[src/rtl/simd_bus_if.sv]
// Bundles the pico parallel-bus pins and the SIMD datapath handshake of the bus sequencer.
// The master side is the pico/datapath environment; the slave side is simd_bus_ctrl.
interface simd_bus_if #(
    parameter int RES_BYTES = 2
);
    logic                   CS;
    logic                   WR;
    logic                   RD;
    logic                   CD;
    logic                   excute;
    logic                   direction;
    logic [7:0]             pico_din;
    logic [7:0]             pico_dout;
    logic                   pico_oe;
    logic                   reg_we;
    logic [6:0]             reg_addr;
    logic [7:0]             reg_wdata;
    logic [1:0]             mode;
    logic                   start;
    logic                   dp_done;
    logic                   busy;
    logic [4:0]             res_lane;
    logic [8*RES_BYTES-1:0] res_data;
    logic                   err;

    modport slave (
        input  CS, WR, RD, CD, excute, direction, pico_din, dp_done, res_data,
        output pico_dout, pico_oe, reg_we, reg_addr, reg_wdata, mode, start, busy, res_lane, err
    );

    modport master (
        output CS, WR, RD, CD, excute, direction, pico_din, dp_done, res_data,
        input  pico_dout, pico_oe, reg_we, reg_addr, reg_wdata, mode, start, busy, res_lane, err
    );
endinterface

[src/rtl/simd_bus_ctrl.sv]
// Pico bus sequencer for the SIMD lanes: synchronises the pico strobes, turns bus writes into
// register-file writes, launches the datapath and streams lane results back byte by byte.
module simd_bus_ctrl #(
    parameter int LANES     = 32,
    parameter int RES_BYTES = 2,
    parameter int TIMEOUT   = 1023
) (
    input  logic      clk,
    input  logic      rst,
    simd_bus_if.slave bus
);
    localparam int RPW = $clog2(LANES * RES_BYTES + 1);
    localparam int TW  = $clog2(TIMEOUT + 1);
    localparam logic [RPW-1:0] RPTR_LAST = RPW'(LANES * RES_BYTES - 1);

    typedef enum logic [1:0] {
        IDLE = 2'd0,
        EXEC = 2'd1,
        READ = 2'd2
    } state_t;

    state_t         state_r, state_s;
    logic [1:0]     cs_sync_r, cd_sync_r, dir_sync_r;
    logic [2:0]     wr_sync_r, rd_sync_r, ex_sync_r;
    logic [7:0]     din_meta_r, din_sync_r;
    logic [6:0]     addr_r, addr_s;
    logic [TW-1:0]  timer_r, timer_s;
    logic [RPW-1:0] rptr_r, rptr_s;
    logic [1:0]     mode_r, mode_s;
    logic           err_r, err_s;
    logic           we_r, we_s;
    logic [6:0]     waddr_r, waddr_s;
    logic [7:0]     wdata_r, wdata_s;
    logic           start_r, start_s;
    logic           busy_r, busy_s;
    logic           oe_r, oe_s;
    logic [7:0]     dout_r, dout_s;
    logic [4:0]     lane_r;
    logic [7:0]     lane_full_s;
    logic           wr_stb_s, rd_stb_s, ex_stb_s;
    logic           bank_a_s, bank_b_s, is_mode_s;

    function automatic logic [7:0] byte_sel(input logic [8*RES_BYTES-1:0] data,
                                            input logic [RPW-1:0] idx);
        logic [8*RES_BYTES-1:0] shifted;
        shifted = data >> {idx, 3'b000};
        return shifted[7:0];
    endfunction

    // Two-flop synchronisers; the strobe lines get a third flop for edge detection.
    always_ff @(posedge clk or posedge rst) begin
        if (rst) begin
            cs_sync_r  <= 2'b00;
            cd_sync_r  <= 2'b00;
            dir_sync_r <= 2'b00;
            wr_sync_r  <= 3'b000;
            rd_sync_r  <= 3'b000;
            ex_sync_r  <= 3'b000;
            din_meta_r <= 8'h00;
            din_sync_r <= 8'h00;
        end else begin
            cs_sync_r  <= {cs_sync_r[0], bus.CS};
            cd_sync_r  <= {cd_sync_r[0], bus.CD};
            dir_sync_r <= {dir_sync_r[0], bus.direction};
            wr_sync_r  <= {wr_sync_r[1:0], bus.WR};
            rd_sync_r  <= {rd_sync_r[1:0], bus.RD};
            ex_sync_r  <= {ex_sync_r[1:0], bus.excute};
            din_meta_r <= bus.pico_din;
            din_sync_r <= din_meta_r;
        end
    end

    assign wr_stb_s  = cs_sync_r[1] & wr_sync_r[1] & ~wr_sync_r[2];
    assign rd_stb_s  = cs_sync_r[1] & rd_sync_r[1] & ~rd_sync_r[2];
    assign ex_stb_s  = cs_sync_r[1] & ex_sync_r[1] & ~ex_sync_r[2];
    assign bank_a_s  = (addr_r < 7'(LANES));
    assign bank_b_s  = (addr_r >= 7'd32) && (addr_r < 7'(32 + LANES));
    assign is_mode_s = (addr_r == 7'd64);

    // Next-state and next-output decode; a write strobe takes priority over execute in IDLE.
    always_comb begin
        state_s = state_r;
        addr_s  = addr_r;
        timer_s = timer_r;
        rptr_s  = rptr_r;
        mode_s  = mode_r;
        err_s   = err_r;
        we_s    = 1'b0;
        waddr_s = waddr_r;
        wdata_s = wdata_r;
        start_s = 1'b0;
        case (state_r)
            IDLE: begin
                if (wr_stb_s) begin
                    if (cd_sync_r[1]) begin
                        addr_s = din_sync_r[6:0];
                    end else if (bank_a_s || bank_b_s || is_mode_s) begin
                        we_s    = 1'b1;
                        waddr_s = addr_r;
                        wdata_s = din_sync_r;
                        if (is_mode_s) begin
                            mode_s = din_sync_r[1:0];
                        end else if (addr_r == 7'(LANES - 1)) begin
                            addr_s = 7'd0;
                        end else if (addr_r == 7'(32 + LANES - 1)) begin
                            addr_s = 7'd32;
                        end else begin
                            addr_s = addr_r + 7'd1;
                        end
                    end else begin
                        err_s = 1'b1;
                    end
                end else if (ex_stb_s) begin
                    start_s = 1'b1;
                    state_s = EXEC;
                    timer_s = '0;
                end else begin
                    state_s = IDLE;
                end
            end
            EXEC: begin
                if (wr_stb_s || ex_stb_s) begin
                    err_s = 1'b1;
                end else begin
                    err_s = err_r;
                end
                // Completion beats a timeout landing in the same cycle.
                if (bus.dp_done) begin
                    state_s = READ;
                    rptr_s  = '0;
                end else if (timer_r == TW'(TIMEOUT)) begin
                    err_s   = 1'b1;
                    state_s = IDLE;
                end else begin
                    timer_s = timer_r + TW'(1);
                end
            end
            READ: begin
                if (wr_stb_s || ex_stb_s) begin
                    err_s = 1'b1;
                end else begin
                    err_s = err_r;
                end
                if (rd_stb_s) begin
                    if (rptr_r == RPTR_LAST) begin
                        rptr_s  = '0;
                        state_s = IDLE;
                    end else begin
                        rptr_s = rptr_r + RPW'(1);
                    end
                end else begin
                    rptr_s = rptr_r;
                end
            end
            default: begin
                state_s = IDLE;
            end
        endcase
        busy_s      = (state_s != IDLE);
        oe_s        = (state_s == READ) & cs_sync_r[1] & dir_sync_r[1];
        lane_full_s = 8'(rptr_s / RPW'(RES_BYTES));
        if (state_r == READ) begin
            dout_s = byte_sel(bus.res_data, rptr_r % RPW'(RES_BYTES));
        end else begin
            dout_s = 8'h00;
        end
    end

    // Sequencer state and all registered outputs.
    always_ff @(posedge clk or posedge rst) begin
        if (rst) begin
            state_r <= IDLE;
            addr_r  <= 7'd0;
            timer_r <= '0;
            rptr_r  <= '0;
            mode_r  <= 2'd0;
            err_r   <= 1'b0;
            we_r    <= 1'b0;
            waddr_r <= 7'd0;
            wdata_r <= 8'h00;
            start_r <= 1'b0;
            busy_r  <= 1'b0;
            oe_r    <= 1'b0;
            dout_r  <= 8'h00;
            lane_r  <= 5'd0;
        end else begin
            state_r <= state_s;
            addr_r  <= addr_s;
            timer_r <= timer_s;
            rptr_r  <= rptr_s;
            mode_r  <= mode_s;
            err_r   <= err_s;
            we_r    <= we_s;
            waddr_r <= waddr_s;
            wdata_r <= wdata_s;
            start_r <= start_s;
            busy_r  <= busy_s;
            oe_r    <= oe_s;
            dout_r  <= dout_s;
            lane_r  <= lane_full_s[4:0];
        end
    end

    assign bus.pico_dout = dout_r;
    assign bus.pico_oe   = oe_r;
    assign bus.reg_we    = we_r;
    assign bus.reg_addr  = waddr_r;
    assign bus.reg_wdata = wdata_r;
    assign bus.mode      = mode_r;
    assign bus.start     = start_r;
    assign bus.busy      = busy_r;
    assign bus.res_lane  = lane_r;
    assign bus.err       = err_r;
endmodule

[src/flat_wrapper.sv]
// flat-port wrapper written by rule: the top's interface ports become plain ports
module simd_bus_ctrl_flat 
#(
    parameter int LANES     = 32,
    parameter int RES_BYTES = 2,
    parameter int TIMEOUT   = 1023
)
  (clk, rst, bus_CS, bus_WR, bus_RD, bus_CD, bus_excute, bus_direction, bus_pico_din, bus_dp_done, bus_res_data, bus_pico_dout, bus_pico_oe, bus_reg_we, bus_reg_addr, bus_reg_wdata, bus_mode, bus_start, bus_busy, bus_res_lane, bus_err);
  simd_bus_if #(.RES_BYTES(RES_BYTES)) bus_i ();
  input  logic clk;
  input  logic rst;
  input wire logic [$bits(bus_i.CS)-1:0] bus_CS;
  input wire logic [$bits(bus_i.WR)-1:0] bus_WR;
  input wire logic [$bits(bus_i.RD)-1:0] bus_RD;
  input wire logic [$bits(bus_i.CD)-1:0] bus_CD;
  input wire logic [$bits(bus_i.excute)-1:0] bus_excute;
  input wire logic [$bits(bus_i.direction)-1:0] bus_direction;
  input wire logic [$bits(bus_i.pico_din)-1:0] bus_pico_din;
  input wire logic [$bits(bus_i.dp_done)-1:0] bus_dp_done;
  input wire logic [$bits(bus_i.res_data)-1:0] bus_res_data;
  output wire logic [$bits(bus_i.pico_dout)-1:0] bus_pico_dout;
  output wire logic [$bits(bus_i.pico_oe)-1:0] bus_pico_oe;
  output wire logic [$bits(bus_i.reg_we)-1:0] bus_reg_we;
  output wire logic [$bits(bus_i.reg_addr)-1:0] bus_reg_addr;
  output wire logic [$bits(bus_i.reg_wdata)-1:0] bus_reg_wdata;
  output wire logic [$bits(bus_i.mode)-1:0] bus_mode;
  output wire logic [$bits(bus_i.start)-1:0] bus_start;
  output wire logic [$bits(bus_i.busy)-1:0] bus_busy;
  output wire logic [$bits(bus_i.res_lane)-1:0] bus_res_lane;
  output wire logic [$bits(bus_i.err)-1:0] bus_err;
  assign bus_i.CS = bus_CS;
  assign bus_i.WR = bus_WR;
  assign bus_i.RD = bus_RD;
  assign bus_i.CD = bus_CD;
  assign bus_i.excute = bus_excute;
  assign bus_i.direction = bus_direction;
  assign bus_i.pico_din = bus_pico_din;
  assign bus_i.dp_done = bus_dp_done;
  assign bus_i.res_data = bus_res_data;
  assign bus_pico_dout = bus_i.pico_dout;
  assign bus_pico_oe = bus_i.pico_oe;
  assign bus_reg_we = bus_i.reg_we;
  assign bus_reg_addr = bus_i.reg_addr;
  assign bus_reg_wdata = bus_i.reg_wdata;
  assign bus_mode = bus_i.mode;
  assign bus_start = bus_i.start;
  assign bus_busy = bus_i.busy;
  assign bus_res_lane = bus_i.res_lane;
  assign bus_err = bus_i.err;
  simd_bus_ctrl #(.LANES(LANES), .RES_BYTES(RES_BYTES), .TIMEOUT(TIMEOUT)) u_core (.clk(clk), .rst(rst), .bus(bus_i));
endmodule
[config.mk]
export PLATFORM = sky130hd
export DESIGN_NAME = simd_bus_ctrl_flat
export DESIGN_NICKNAME = d
export VERILOG_FILES = /design/src/rtl/simd_bus_if.sv /design/src/rtl/simd_bus_ctrl.sv /design/src/flat_wrapper.sv
export SDC_FILE = /design/constraint.sdc
export NUM_CORES = 1
export LEC_CHECK = 0
export CAP_MARGIN = 0
export CORE_MARGIN = 2
export CORE_UTILIZATION = 40
export DETAILED_ROUTE_END_ITERATION = 16
export HOLD_SLACK_MARGIN = 0.03
export PLACE_DENSITY = 0.71
export SETUP_SLACK_MARGIN = 0.3
export SYNTH_ARGS = -nofsm -noshare
export SYNTH_HDL_FRONTEND = slang
export SYNTH_SLANG_ARGS = --single-unit
[constraint.sdc]
create_clock -name clk -period 4 [get_ports clk]
set_input_delay 1 -clock clk [delete_from_list [all_inputs] [get_ports clk]]
set_output_delay 1 -clock clk [all_outputs]
set_load 0.02 [all_outputs]
# == Yosys cells after proc, flatten, opt, wreduce, memory -nomap -nowiden ==
# Index checks and enable logic that the tools add are counted.
# totals
reg_bits,87
inputBits,33
output_inout_bits,35
# op_classes
n_addsub,3
magnitude_cmp,3
n_eq_ne,18
shift,1
muxes,36
bitwise,12
reduce_logical,16
# op_table
operator,count
2-to-1 mux 7 bit,8
2-to-1 mux 10 bit,4
one-hot mux 10 bit (2 select lines),1
>> shifter 16 x 4 -> 8 bit,1
"adder 7 x 1 -> 7 bit, second input constant",2
"equality test 7 x 6 -> 1 bit, second input constant",2
2-to-1 mux 1 bit,14
one-hot mux 7 bit (2 select lines),1
"!= test 2 bit, second input constant",6
AND reduction 4 bit,3
"adder 10 x 1 -> 10 bit, second input constant",1
"equality test 10 bit, second input constant",1
2-to-1 mux 2 bit,5
AND reduction 5 bit,2
AND 1 bit,8
2-to-1 mux 8 bit,1
"!= test 2 x 1 -> 1 bit, second input constant",4
nonzero test 2 bit,4
"equality test 7 x 5 -> 1 bit, second input constant",1
"equality test 7 bit, second input constant",1
"greater-or-equal comparator 7 x 6 -> 1 bit, second input constant",1
"< comparator 7 x 6 -> 1 bit, second input constant",1
"< comparator 7 bit, second input constant",1
one-hot mux 2 bit (3 select lines),1
other kinds (9),15

# == Logic depth before layout (Yosys ltp) ==
# depth
word_depth,8
ltp_mapped,9
depth_no_buf,7

# == Least setup slack after synthesis ==
# No wires, ideal clock.
# synth_timing
kind,input port to flip-flop
from,input bus_dp_done
to,register u_core.timer_r[8]
t_arrival_ps,2027
required_ps,3922
setup_slack_ps,1895
path_stages,5
path_cell_list,nand2b_1 > a41oi_2 > o21ai_2 > or3_1 > a21oi_1
# synth_between
elab_chain_cells,2
# synth_lines
element,line_no,text
"start, declared",flat_wrapper.sv:19,input wire logic [$bits(bus_i.dp_done)-1:0] bus_dp_done;
!= test 2 bit (no source line),--,
AND reduction 5 bit (no source line),--,
"end signal, assigned",simd_bus_ctrl.sv:189,timer_r <= timer_s;
"end, declared",simd_bus_ctrl.sv:27,"logic [TW-1:0] timer_r, timer_s;"
# Every way passes these cells.
# A chain may end at the register's enable or synchronous reset.

# == Worst setup path in the final report ==
# layout_timing
from,input bus_dp_done
to,register u_core.timer_r[7]
# Same word-level chain as after synthesis.

==> reports/results.ini <==
[route]
via_per_inst=5.03
wl_um=6380
avgRoutedWirePerCell_um=13.3
first_pass_iters=5
vias=2410
drtIter0Drc=104
post-route-drc-count=0
ant_nets=0

[sta]
worst_slew_pin_slew_ns=1.22
slew_headroom_pct=17.8
max_freq_mhz=412
tns_ns=0
finalCriticalPeriod_ns=2.43
grt_setup_unrepaired=false
hold_viol_final=0
fin_worst_hold_slack_ns=0.353
drv_slew=0
fin_crit_sh_pct=60.6
setup_violations=0
skew_ns=0.00830

[worst_setup_path]
critPathLaunch=bus_dp_done
crit_path_start_kind=input pin
endpoint=u_core.timer_r[7]
reg2reg_to=u_core.bus.reg_wdata[5]
end_kind=flop
crit_path_top_delay_cell=clkdlybuf4s50_1
worstSetupPathType=in2reg
arrival_ns=2.70
critPathMaxStageDelay_ns=0.47
rrSetupSlack_ns=1.79
r2r-start=u_core.state_r[0]
worstPathMaxFanout=6
r2r_cells=5
cp_cell_sequence=clkdlybuf4s50_1 -> nand2b_1 -> a41oi_2 -> o211ai_1 -> or3_1 -> a21oi_1
cp_data_required_time_ns=4.27

[clocking]
cts_resized=0
root_buffer=clkbuf_8
ctsHoldBuffers=0
path_clk_slew_ns=0.08
htree_num_levels=3
cts_buffer_depth=2
postCtsSetupRepairBufs=0
cts_buffers=9
clock_latency_ns=0.35
clock_sinks=87
cts_tree=built

[die]
io_pins=68
start_util_pct=41.5
num_rows=34
die_h_um=99.4
dieArea_um2=9880
fp.dieW_um=99.4
coreArea_um2=8760

[placement]
place_hpwl_um=4690
place_congestion=0.796
io_buffer_count=67

[logic_synthesis]
ys_seq_elements=87
synthAdderAreaFrac_pct=2.75
avgSynthCellArea_um2=12.1
synth_edf_count=0
synthArstFlopShare_pct=100
netlist_area_um2=3640
synth_cell_types=50
yosysWarningCount=0
synth_xor_area_share_pct=1.44
synth_compound_area_share_pct=11.5
synth_ff_type=dfrtp_1
synth-simple-area-share_pct=12.6
syn_nets=341
muxShareOfSynthArea_pct=7.94
synth_top_family_by_area=simple AND/OR/NAND/NOR gates
postSynthCellCount=300
yosysSeqAreaShare_pct=59.8

[grt]
antenna_found_initial=0
grt_pass1_wl_um=11000
grtUsageTotal_pct=13.8
grt_pass1_vias=2413
grt_max_degree=32
grt-ovfl-total=0

[pwr]
power_switching_mw=0.581
cellLeakagePower_nw=1.99
power_mw=2.10
worst_ir_drop_vdd_uv=220
seqPwrFrac_pct=50.6
p_sw_share_pct=27.7
clockPowerShare_pct=28.4
combPwrFrac_pct=21.0
power.density_nw_per_um2=460
p_int_mw=1.52

[cells_and_area]
nNetsFinal=408
drive_gt1_share_pct=10.8
fillCellCount=789
final_cell_mix=87 x dfrtp_1, 67 x clkdlybuf4s50_1, 21 x nand2_1
final_common_cell=dfrtp_1
layout-area-overhead-vs-synth_pct=25.4
diodes=0

[flow_run]
maxCapViolations=0

[min_path]
hp-class=reg2reg
hold-path-cell-count=0

[status]
status=completed

==> per-stage QoR <==
step	worst slack, ns	area (um^2)	std cells	util [%]
after floorplan	0.750	3640	300	-
after global placement	1.28	4370	464	49.9
after detailed placement	1.23	4370	464	49.9
after CTS	1.56	4560	479	52.1
after global routing	1.44	4560	479	52.1
final	1.57	4560	479	52.1
==> power groups by stage <==
stage / registers (mW) / logic, mW / clock network (mW)
4_1_cts: 1.06 / 0.448 / 0.613
5_1_grt: 1.08 / 0.482 / 0.647
3_5_place_dp: 1.08 / 0.447 / 0
3_3_place_gp: 1.08 / 0.439 / 0
6_report: 1.06 / 0.441 / 0.595
2_1_floorplan: 1.13 / 0.188 / 0
==> cell type report <==
type | count | area [um^2] | share of cell area, %
inverter | 12 | 46.3 | 1.01
clock buffer | 10 | 138 | 3.02
clock inverter | 5 | 56.3 | 1.23
timing repair buffer | 70 | 693 | 15.2
tap | 108 | 135 | 2.96
multi-input combinational | 187 | 1320 | 28.9
sequential | 87 | 2180 | 47.7
==> critical path, delay by kind of cell <==
family | cells | cell delay, ns
AO/OA/AOI/OAI | 3 | 0.67
buffers and inverters | 1 | 0.47
AND/OR/NAND/NOR | 2 | 0.55
==> flip-flops by register name, indices dropped and copies added, names as in the netlist <==
name and cells:
u_core.ex_sync_r 3, u_core.cs_sync_r 2, u_core.cd_sync_r 2, u_core.dir_sync_r 2, u_core.bus.reg_wdata 8, u_core.bus.busy 1, u_core.addr_r 7, u_core.bus.err 1
u_core.din_sync_r 8, u_core.din_meta_r 8, u_core.bus.pico_dout 8, u_core.bus.reg_we 1, u_core.timer_r 10, u_core.bus.start 1, u_core.bus.mode 2, u_core.bus.reg_addr 7
u_core.bus.pico_oe 1, u_core.rd_sync_r 3, u_core.rptr_r 7, u_core.state_r 2, u_core.wr_sync_r 3
==> synthesized netlist by cell type (2+ instances only) <==
library cell	number	area, um^2
buf_4	5	37.5
o211ai_1	4	30.0
and3_1	4	25.0
inv_1	12	45.0
o31ai_1	3	22.5
nand2_1	21	78.8
nand2b_1	7	43.8
a21boi_0	2	15.0
mux2i_1	9	90.1
a21oi_1	13	65.1
or3_1	4	25.0
buf_2	2	10.0
nor2_1	13	48.8
ha_1	8	100
nand3b_1	3	22.5
mux2_4	5	75.1
nor3b_1	4	30.0
a211oi_1	2	15.0
nand4b_1	2	17.5
o21ai_0	20	100
nand3_1	9	45.0
clkbuf_1	5	18.8
nor2b_1	9	56.3
xor2_1	6	52.6
nor4_1	2	12.5
a41oi_1	2	17.5
dfrtp_1	87	2180
mux2_2	11	124
nor3_1	5	25.0
==> cells by family after synthesis <==
| group | Yosys count |
|---|---|
| XOR/XNOR | 6 |
| AO/OA/AOI/OAI | 61 |
| multiplexers | 25 |
| AND/OR/NAND/NOR | 87 |
| adder cells (fa/ha/maj) | 8 |
| flip-flops | 87 |
| buffers and inverters | 26 |
==> per-layer routing <==
metal,share of wire [%],track usage [%]
met1,46,18.9
met2,48,21.3
met3,4.5,2.46
met4,1.5,6.74
met5,0,0
==> how the worst min path moves through the flow <==
| stage | startpoint | slack (ns) | endpoint |
|---|---|---|---|
| final | u_core.din_meta_r[5] | 0.35 | u_core.din_sync_r[5] |
| after global routing | u_core.din_meta_r[5] | 0.36 | u_core.din_sync_r[5] |
| after CTS | u_core.din_meta_r[0] | 0.35 | u_core.din_sync_r[0] |
| after detailed placement | u_core.din_meta_r[0] | 0.33 | u_core.din_sync_r[0] |
| after global placement | u_core.din_meta_r[5] | 0.33 | u_core.din_sync_r[5] |
| after floorplan | u_core.cd_sync_r[0] | 0.33 | u_core.cd_sync_r[1] |
Power figures use the tool's default switching activity.
